`config.mk`:
```
export PLATFORM = sky130hd
export DESIGN_NAME = bvb_bank_scheduler_flat
export DESIGN_NICKNAME = d
export VERILOG_FILES = /design/src/rtl/bvb_bank_scheduler_if.sv /design/src/rtl/bvb_bank_scheduler.sv /design/src/flat_wrapper.sv
export SDC_FILE = /design/constraint.sdc
export NUM_CORES = 1
export LEC_CHECK = 0
export CAP_MARGIN = 40
export CORE_MARGIN = 2
export CORE_UTILIZATION = 50
export CTS_CLUSTER_SIZE = 16
export DETAILED_ROUTE_END_ITERATION = 8
export GPL_TIMING_DRIVEN = 0
export HOLD_SLACK_MARGIN = 0.03
export MAX_ROUTING_LAYER = met4
export PLACE_DENSITY = 0.88
export SETUP_SLACK_MARGIN = 0.1
export SYNTH_ARGS = -nofsm -noshare
export SYNTH_HDL_FRONTEND = slang
export SYNTH_SLANG_ARGS = --single-unit
```
`constraint.sdc`:
```
create_clock -name clk -period 5 [get_ports clk]
set_input_delay 1.25 -clock clk [delete_from_list [all_inputs] [get_ports clk]]
set_output_delay 1.25 -clock clk [all_outputs]
set_load 0.1 [all_outputs]
```
`src/rtl/bvb_bank_scheduler_if.sv`:
```
// Bus bundle between the bank scheduler, the per-channel id FIFOs / SpMV channels,
// and the vector RAM address port.
interface bvb_bank_scheduler_if #(
  parameter int unsigned CHANNEL_NUM = 4,
  parameter int unsigned BANK_BITS   = 3,
  parameter int unsigned ADDR_BITS   = 10
);
  logic                             start;
  logic [ADDR_BITS-1:0]             image_base;
  logic [CHANNEL_NUM*BANK_BITS-1:0] head_bank;
  logic [CHANNEL_NUM-1:0]           head_valid;
  logic [CHANNEL_NUM-1:0]           chan_done;
  logic [ADDR_BITS-1:0]             ram_addr;
  logic [BANK_BITS-1:0]             bank_sel;
  logic                             bank_valid;
  logic                             busy;
  logic                             image_done;

  modport master (
    output start, image_base, head_bank, head_valid, chan_done,
    input  ram_addr, bank_sel, bank_valid, busy, image_done
  );

  modport slave (
    input  start, image_base, head_bank, head_valid, chan_done,
    output ram_addr, bank_sel, bank_valid, busy, image_done
  );
endinterface

```
`src/rtl/bvb_bank_scheduler.sv`:
```
// Demand-driven bank sequencer: presents only banks some channel head is waiting on,
// round-robin among rivals with a dwell cap, and sequences one image per start pulse.
module bvb_bank_scheduler #(
  parameter int unsigned CHANNEL_NUM = 4,
  parameter int unsigned BANK_BITS   = 3,
  parameter int unsigned ADDR_BITS   = 10,
  parameter int unsigned MAX_DWELL   = 8
) (
  input  logic                  clk,
  input  logic                  rst,
  bvb_bank_scheduler_if.slave   bus
);

  localparam int unsigned NumBanks = 1 << BANK_BITS;
  localparam int unsigned DwellW   = (MAX_DWELL > 1) ? $clog2(MAX_DWELL) : 1;
  localparam logic [DwellW-1:0] DwellCap = DwellW'(MAX_DWELL - 1);

  typedef enum logic [1:0] {StIdle, StRun, StDrain, StDone} state_e;

  state_e                 state_q, state_d;
  logic [ADDR_BITS-1:0]   base_q, base_d;
  logic [ADDR_BITS-1:0]   ram_addr_q, ram_addr_d;
  logic [BANK_BITS-1:0]   bank_sel_q, bank_sel_d;
  logic [BANK_BITS-1:0]   rr_ptr_q, rr_ptr_d;
  logic [DwellW-1:0]      dwell_q, dwell_d;
  logic [CHANNEL_NUM-1:0] done_mask_q, done_mask_d;
  logic                   bank_valid_q, bank_valid_d;
  logic                   busy_q, busy_d;
  logic                   image_done_q, image_done_d;

  logic [NumBanks-1:0]    req;
  logic [NumBanks-1:0]    rival;
  logic                   cur_req;
  logic                   grant_found;
  logic [BANK_BITS-1:0]   grant_bank;
  logic [BANK_BITS-1:0]   cand;

  always_comb begin
    req = '0;
    for (int c = 0; c < CHANNEL_NUM; c++) begin
      if (bus.head_valid[c]) req[bus.head_bank[c*BANK_BITS +: BANK_BITS]] = 1'b1;
    end
  end

  // The presented bank is excluded from the rival set; rr_ptr already points past it,
  // so it would be scanned last anyway.
  always_comb begin
    rival   = req;
    cur_req = bank_valid_q & req[bank_sel_q];
    if (bank_valid_q) rival[bank_sel_q] = 1'b0;
  end

  always_comb begin
    grant_found = 1'b0;
    grant_bank  = rr_ptr_q;
    cand        = '0;
    for (int i = 0; i < NumBanks; i++) begin
      cand = rr_ptr_q + BANK_BITS'(i);
      if (!grant_found && rival[cand]) begin
        grant_found = 1'b1;
        grant_bank  = cand;
      end
    end
  end

  always_comb begin
    state_d      = state_q;
    base_d       = base_q;
    ram_addr_d   = ram_addr_q;
    bank_sel_d   = bank_sel_q;
    rr_ptr_d     = rr_ptr_q;
    dwell_d      = dwell_q;
    done_mask_d  = done_mask_q;
    bank_valid_d = bank_valid_q;
    busy_d       = busy_q;
    image_done_d = 1'b0;

    unique case (state_q)
      StIdle: begin
        if (bus.start) begin
          base_d      = bus.image_base;
          done_mask_d = '0;
          busy_d      = 1'b1;
          state_d     = StRun;
        end
      end
      StRun, StDrain: begin
        if (cur_req && (dwell_q < DwellCap)) begin
          dwell_d = dwell_q + DwellW'(1);
        end else if (grant_found) begin
          bank_sel_d   = grant_bank;
          ram_addr_d   = base_q + ADDR_BITS'(grant_bank);
          rr_ptr_d     = grant_bank + BANK_BITS'(1);
          dwell_d      = '0;
          bank_valid_d = 1'b1;
        end else if (cur_req) begin
          // Cap reached with no rival: keep the bank, restart the dwell window.
          dwell_d = '0;
        end else begin
          bank_valid_d = 1'b0;
          dwell_d      = '0;
        end

        if (state_q == StRun) begin
          done_mask_d = done_mask_q | bus.chan_done;
          if (&done_mask_d) state_d = StDrain;
        end else if (req == '0) begin
          state_d      = StDone;
          image_done_d = 1'b1;
          busy_d       = 1'b0;
          bank_valid_d = 1'b0;
        end
      end
      StDone: begin
        state_d = StIdle;
      end
      default: begin
        state_d = StIdle;
      end
    endcase
  end

  always_ff @(posedge clk) begin
    if (rst) begin
      state_q      <= StIdle;
      base_q       <= '0;
      ram_addr_q   <= '0;
      bank_sel_q   <= '0;
      rr_ptr_q     <= '0;
      dwell_q      <= '0;
      done_mask_q  <= '0;
      bank_valid_q <= 1'b0;
      busy_q       <= 1'b0;
      image_done_q <= 1'b0;
    end else begin
      state_q      <= state_d;
      base_q       <= base_d;
      ram_addr_q   <= ram_addr_d;
      bank_sel_q   <= bank_sel_d;
      rr_ptr_q     <= rr_ptr_d;
      dwell_q      <= dwell_d;
      done_mask_q  <= done_mask_d;
      bank_valid_q <= bank_valid_d;
      busy_q       <= busy_d;
      image_done_q <= image_done_d;
    end
  end

  assign bus.ram_addr   = ram_addr_q;
  assign bus.bank_sel   = bank_sel_q;
  assign bus.bank_valid = bank_valid_q;
  assign bus.busy       = busy_q;
  assign bus.image_done = image_done_q;

endmodule

```
`src/flat_wrapper.sv`:
```
// flat-port wrapper written by rule: the top's interface ports become plain ports
module bvb_bank_scheduler_flat 
#(
  parameter int unsigned CHANNEL_NUM = 4,
  parameter int unsigned BANK_BITS   = 3,
  parameter int unsigned ADDR_BITS   = 10,
  parameter int unsigned MAX_DWELL   = 8
)
  (clk, rst, bus_start, bus_image_base, bus_head_bank, bus_head_valid, bus_chan_done, bus_ram_addr, bus_bank_sel, bus_bank_valid, bus_busy, bus_image_done);
  bvb_bank_scheduler_if #(.CHANNEL_NUM(CHANNEL_NUM), .BANK_BITS(BANK_BITS), .ADDR_BITS(ADDR_BITS)) bus_i ();
  input  logic clk;
  input  logic rst;
  input wire logic [$bits(bus_i.start)-1:0] bus_start;
  input wire logic [$bits(bus_i.image_base)-1:0] bus_image_base;
  input wire logic [$bits(bus_i.head_bank)-1:0] bus_head_bank;
  input wire logic [$bits(bus_i.head_valid)-1:0] bus_head_valid;
  input wire logic [$bits(bus_i.chan_done)-1:0] bus_chan_done;
  output wire logic [$bits(bus_i.ram_addr)-1:0] bus_ram_addr;
  output wire logic [$bits(bus_i.bank_sel)-1:0] bus_bank_sel;
  output wire logic [$bits(bus_i.bank_valid)-1:0] bus_bank_valid;
  output wire logic [$bits(bus_i.busy)-1:0] bus_busy;
  output wire logic [$bits(bus_i.image_done)-1:0] bus_image_done;
  assign bus_i.start = bus_start;
  assign bus_i.image_base = bus_image_base;
  assign bus_i.head_bank = bus_head_bank;
  assign bus_i.head_valid = bus_head_valid;
  assign bus_i.chan_done = bus_chan_done;
  assign bus_ram_addr = bus_i.ram_addr;
  assign bus_bank_sel = bus_i.bank_sel;
  assign bus_bank_valid = bus_i.bank_valid;
  assign bus_busy = bus_i.busy;
  assign bus_image_done = bus_i.image_done;
  bvb_bank_scheduler #(.CHANNEL_NUM(CHANNEL_NUM), .BANK_BITS(BANK_BITS), .ADDR_BITS(ADDR_BITS), .MAX_DWELL(MAX_DWELL)) u_core (.clk(clk), .rst(rst), .bus(bus_i));
endmodule
```
# Yosys cells after proc, flatten, opt, wreduce, memory -nomap -nowiden
# Index checks and enable logic that the tools add are counted.
[word_totals]
reg_bits = 38
inputBits = 33
output_inout_bits = 16
word_cells = 155
[classes]
addsub = 10
n_lt_le_gt_ge = 19
n_eq_ne = 9
mux = 67
n_bitwise = 9
n_reduce_logical = 31
[ops]
columns = ["op", "count"]
rows = [
  ["3-bit by 4-bit < comparator with 1-bit output, second input constant", 13],
  ["8-bit 2-to-1 mux", 5],
  ["1-bit 2-to-1 mux", 31],
  ["1-bit binary-select mux with 3-bit select", 9],
  ["3-bit 2-to-1 mux", 8],
  ["8-bit OR", 3],
  ["1-bit demux with 3-bit select", 5],
  ["3-bit by 1-bit >= comparator with 1-bit output, second input constant", 5],
  ["1-bit logical AND", 13],
  ["3-bit adder, second input constant", 4],
  ["10-bit by 3-bit adder with 10-bit output", 1],
  ["3-bit by 1-bit adder with 3-bit output, second input constant", 3],
  ["3-bit AND reduction", 3],
  ["8-bit bitwise AND", 1],
  ["8-bit logical NOT", 1],
  ["2-bit 2-to-1 mux", 4],
  ["4-bit 2-to-1 mux", 2],
  ["8-bit NOT", 1],
  ["4-bit case mux with 2 select lines", 1],
  ["4-bit AND reduction", 2],
  ["1-bit logical NOT", 7],
  ["3-bit by 2-bit adder with 3-bit output, second input constant", 2],
  ["2-bit case mux with 3 select lines", 1],
  ["2-bit == test, second input constant", 2],
  ["other kinds (15)", 18],
]

# Longest topological paths before layout
[depth]
word_depth = 41
mapped_depth = 21
ltp_nobuf = 19

# Least setup slack after synthesis
# Ideal clock, no wire load.
[synth_path]
path_kind = "input -> register"
start = "input bus_head_valid[0]"
end = "register u_core.ram_addr_q[9] (netlist: u_core.bus.ram_addr[9])"
setup_ns = 0.134
arrival_ns = 4.765
t_required_ns = 4.866
path_slack_ns = 0.101
path_stages = 17
path_buffers = 0
path_cell_list = "nor4b_1 -> nor4_4 -> nor2_1 -> mux4_2 -> or2_4 -> a32o_1 -> a32o_1 -> nor4_1 -> o21a_1 -> ha_1 -> a21o_1 -> a21oi_1 -> nor2_1 -> and3_1 -> nand3_1 -> xor2_1 -> a211oi_1"
[synth_between]
elab_chain_len = 34
elab_cells_between_ends = 61
[synth_lines]
columns = ["item", "line", "source"]
rows = [
  ["start, declared", "flat_wrapper.sv:16", "input wire logic [$bits(bus_i.head_valid)-1:0] bus_head_valid;"],
  ["8-bit 2-to-1 mux *", "bvb_bank_scheduler.sv:41", "if (bus.head_valid[c]) req[bus.head_bank[c*BANK_BITS +: BANK_BITS]] = 1'b1;"],
  ["8-bit OR (no source line)", "n/a", ""],
  ["8-bit 2-to-1 mux *", "bvb_bank_scheduler.sv:41", ""],
  ["8-bit OR (no source line)", "n/a", ""],
  ["8-bit 2-to-1 mux *", "bvb_bank_scheduler.sv:41", ""],
  ["8-bit OR (no source line)", "n/a", ""],
  ["8-bit 2-to-1 mux *", "bvb_bank_scheduler.sv:41", ""],
  ["8-bit bitwise AND (no source line)", "n/a", ""],
  ["[... 19 more ...]", "n/a", ""],
  ["1-bit logical NOT", "bvb_bank_scheduler.sv:59", "if (!grant_found && rival[cand]) begin"],
  ["1-bit logical AND", "bvb_bank_scheduler.sv:59", ""],
  ["1-bit 2-to-1 mux", "bvb_bank_scheduler.sv:59", ""],
  ["1-bit logical NOT", "bvb_bank_scheduler.sv:59", ""],
  ["1-bit logical AND", "bvb_bank_scheduler.sv:59", ""],
  ["3-bit 2-to-1 mux *", "bvb_bank_scheduler.sv:59", ""],
  ["named net u_core.grant_bank[1]", "bvb_bank_scheduler.sv:35", "logic [BANK_BITS-1:0] grant_bank;"],
  ["10-bit by 3-bit adder with 10-bit output *", "bvb_bank_scheduler.sv:92", "ram_addr_d = base_q + ADDR_BITS'(grant_bank);"],
  ["end signal, assigned", "bvb_bank_scheduler.sv:138", "ram_addr_q <= ram_addr_d;"],
  ["end, declared", "bvb_bank_scheduler.sv:22", "logic [ADDR_BITS-1:0] ram_addr_q, ram_addr_d;"],
]
# Mark *: on every way through the listed nets, which the timed path passes. The rest lies on a longest branch. The select of a mux whose other input is x is not followed.
# A chain may end at the register's enable or synchronous reset.

# Worst setup path in the final report
[layout_path]
start = "register u_core.rr_ptr_q[0]"
end = "register u_core.ram_addr_q[9] (netlist: u_core.bus.ram_addr[9])"
[layout_between]
elab_chain_len = 25
elab_cells_between_ends = 54
[layout_lines]
columns = ["item", "line", "source"]
rows = [
  ["start, declared", "bvb_bank_scheduler.sv:24", "logic [BANK_BITS-1:0] rr_ptr_q, rr_ptr_d;"],
  ["start signal, assigned", "bvb_bank_scheduler.sv:140", "rr_ptr_q <= rr_ptr_d;"],
  ["parallel branches: the longest is 23 deep, another holds 3-bit by 1-bit adder with 3-bit output", "n/a", ""],
  ["3-bit 2-to-1 mux *", "bvb_bank_scheduler.sv:59", ""],
  ["named net u_core.grant_bank[1]", "bvb_bank_scheduler.sv:35", ""],
  ["10-bit by 3-bit adder with 10-bit output *", "bvb_bank_scheduler.sv:92", ""],
]
# Mark *: on every way through the listed nets, which the timed path passes. The select of a mux whose other input is x is not followed.

==> metrics.yaml <==
root_buffer: "clkbuf_8"
cts.htree.levels: 2
final_cell_count_no_fill: 609
reg2reg_slack_ns: 0.004
drcViolationCount: 1
gp_congestion: 1.001
yosys.area.top_type: "dfxtp_1"
routed_wl_mm: 12.69
hold_class: "flip-flop to flip-flop"
synth_most_common_cell: "nand2_1"
top_layer: "met4"
syn_inst: 431
wl_met2_mm: 6.274
synthAdderAreaFrac_pct: 4.322
drive_above_1_share_pct: 30.26
ioPinCount: 49
drt-wirelength-per-cell_um: 20.83
synth_seq_cells: 38
critPathSlowestCell: "ha_2"
fmax_mhz: 200.2
setup_violations: 0
cts_tree: "done"
powerDensity_nw_per_um2: 681.1
worstPathArrival_ns: 5.15
syn-cell-area_um2: 3358
antenna_found_initial: 0
max_slew_margin_pct: 53.41
synth.avg_cell_area_um2: 7.792
die_y_um: 85.96
grt_pass1_wl_mm: 18.82
synth_top_family_by_area: "simple AND/OR/NAND/NOR gates"
ys_top_cells_by_area: "dfxtp_1 (23%), nand2_1 (5.8%), nor2_1 (5.6%)"
startpoint: "u_core.rr_ptr_q[0]"
clock_latency_ns: 0.29
clock-sinks: 38
io_buffers: 47
reg2reg_from: "u_core.rr_ptr_q[0]"
start_util_pct: 52.29
fillCellCount: 428
routed-wl-met3_mm: 1.123
dpl.hpwl_mm: 7.919
worstSetupPathType: "flip-flop to flip-flop"
worstPathCellList: "inv_1 -> clkbuf_4 -> clkbuf_4 -> ha_2 -> clkinvlp_4 -> o32ai_4 -> o32a_1 -> o211ai_1 -> a32o_1 -> a32o_2 -> nor4_4 -> o21a_1 -> ha_1 -> a21o_1 -> a21oi_4 -> nor2_4 -> and3_4 -> nand3_2 -> xor2_1 -> a211oi_1"
crit_top_cell: "clkbuf_4"
yosys-mux-area-fraction_pct: 5.626
endpoint: "u_core.bus.ram_addr[9]"
syn_to_final_growth_pct: 46.65
synth_cell_types: 81
layout_setup_ws_ns: 0.003921
multi_input_area_um2: 2909
p_leak_nw: 1.831
endpoint_kind: "flip-flop"
outcome: "finished, violations left"
rsz0062_at_grt: "yes"
routed-via-count: 4243
start_kind: "flip-flop"
met1_length_mm: 4.723
maxCapViolations: 0
timing.rr.end: "u_core.bus.ram_addr[9]"
period_share_pct: 99.92
critPathMaxFanout: 10
critical_path.max_stage_delay_ns: 0.48
core_um2: 6422
synth-simple-area-share_pct: 29.36
ctsHoldBuffers: 0
layout.nets: 577
ys_seq_area_share_pct: 22.65
grt_pass1_vias: 3979
antenna_cells: 0
violations: "DRC"
synth_edf_count: 0
viasPerCell: 6.967
report.final.slew_viol_count: 0
clockBufferDepth: 2
reg2reg_depth: 20
ys_warn_count: 0
std_cell_rows: 29
placed_cells: 572
ir_worst_vdd_mv: 0.5503
synthArstFlopShare_pct: 0
post-route-min-period_ns: 4.996
yosys.area_share.xor_xnor_pct: 4.173
drtIter0Drc: 481
grtUsageTotal_pct: 32.46
place_ws_ns: -1.213
grt-ovfl-total: 0
fin_skew_ns: 0.008067
finalPower_mw: 3.354
seqCellArea_um2: 762.0
synth-compound-area-share_pct: 29.36
final-hold-violation-count: 0
ys.flop_type: "dfxtp_1"
syn_nets: 475
ant_nets: 0
dr.pass1.iters: 9
synth_top_cells_by_count: "nand2_1 (52), nor2_1 (50), dfxtp_1 (38), a21oi_1 (28), clkbuf_1 (15)"
cts_made_buffers: 5
cts.clk_slew.worst_paths_ns: 0.07
grt_max_degree: 11
worst_ep_required_time_ns: 5.15
die_w_um: 85.96
worst_pin_slew_ns: 0.6935
dieArea_um2: 7388
yosys.area.top_type_share_pct: 22.65
==> critical path, delay by kind of cell, from the launching register on <==
family	cells	cell delay, ns
compound gates	9	2.10
buf+inv	4	0.83
fa+ha+maj	2	0.73
simple gates	4	0.61
flops	1	0.41
xor+xnor	1	0.17
==> repair_timing <==
item	CTS	global route
gates resized for setup	97	80
setup endpoints to repair	11	7
pin swaps	23	33
setup buffers	15	16
==> cell usage in the layout (no fill, tap or decap), types with 4 or more instances in the layout <==
master	synthesis	layout
nand2_1	52	48
nor2_1	50	46
dfxtp_1	38	37
clkdlybuf4s50_1	0	31
buf_4	0	31
a21oi_1	28	26
buf_8	0	16
clkbuf_1	15	11
inv_1	12	11
nor3_1	11	11
a211oi_1	13	11
buf_2	4	9
nand4_1	9	9
nand2b_1	10	8
o22ai_1	12	8
xnor2_1	11	8
nand3_1	9	7
o21ai_0	8	7
clkbuf_2	0	7
ha_1	10	7
nand4b_1	6	6
clkbuf_8	0	6
clkbuf_4	0	5
and2_1	5	5
mux2i_1	5	5
xor2_1	5	5
buf_6	2	5
nor4b_4	0	4
o32a_1	5	4
nand2_2	0	4
mux4_2	4	4
o211ai_1	4	4
==> stage by stage <==
step / area [um2] / hold WS [ns] / utilization [%] / setup TNS [ns]
2_1_floorplan: 3358 / 0.4371 / - / 0
3_3_place_gp: 3925 / 0.4481 / 61.11 / -8.127
3_5_place_dp: 4169 / 0.4540 / 64.91 / -8.967
4_1_cts: 4706 / 0.4672 / 73.27 / 0
5_1_grt: 4925 / 0.4878 / 76.68 / -0.3771
6_report: 4925 / 0.4702 / 76.68 / 0
==> logic make-up after synthesis <==
kind of cell	after synthesis
DFF	38
adders and majority gates	11
AOI/OAI and AO/OA	133
xor gates and xnor gates	16
and+or+nand+nor	186
buffers and inverters	35
muxes	12
==> routing by layer <==
| metal | vias up | track usage (%) |
|---|---|---|
| met5 | - | - |
| met1 | 1993 | 37.16 |
| met3 | 79 | 5.486 |
| li1 | 1866 | - |
| met4 | 0 | 14.43 |
| met2 | 305 | 55.39 |
==> registers in the layout (all words and copies together) (netlist names) <==
register,flops
u_core.bus.ram_addr,10
u_core.rr_ptr_q,3
u_core.bus.bank_sel,3
u_core.bus.bank_valid,1
u_core.state_q,2
u_core.bus.busy,1
u_core.base_q,10
u_core.dwell_q,3
u_core.bus.image_done,1
u_core.done_mask_q,4
==> layout make-up <==
| type | count | area share (%) |
|---|---|---|
| inverters | 12 | 0.9909 |
| well taps | 77 | 1.956 |
| multi-input cells | 358 | 59.07 |
| flip-flops and latches | 38 | 15.47 |
| repair buffers | 95 | 18.39 |
| clock buffers | 6 | 1.677 |
| plain buffers | 23 | 2.439 |
==> how the worst min path moves through the flow <==
stage	start	end	slack, ns	cells past startpoint
floorplan	u_core.done_mask_q[1]	u_core.done_mask_q[1]	0.44	2
global placement	u_core.base_q[0]	u_core.base_q[0]	0.45	2
detailed placement	u_core.base_q[0]	u_core.base_q[0]	0.45	2
CTS	u_core.base_q[0]	u_core.base_q[0]	0.47	2
global route	u_core.base_q[0]	u_core.base_q[0]	0.49	2
finish	u_core.base_q[0]	u_core.base_q[0]	0.47	2
==> power breakdown <==
part,total [mW],switching [mW],internal [mW]
Combinational,2.67,1.57,1.10
Clock,0.212,0.105,0.106
Sequential,0.476,0.0777,0.399
Power figures use the tool's default switching activity.
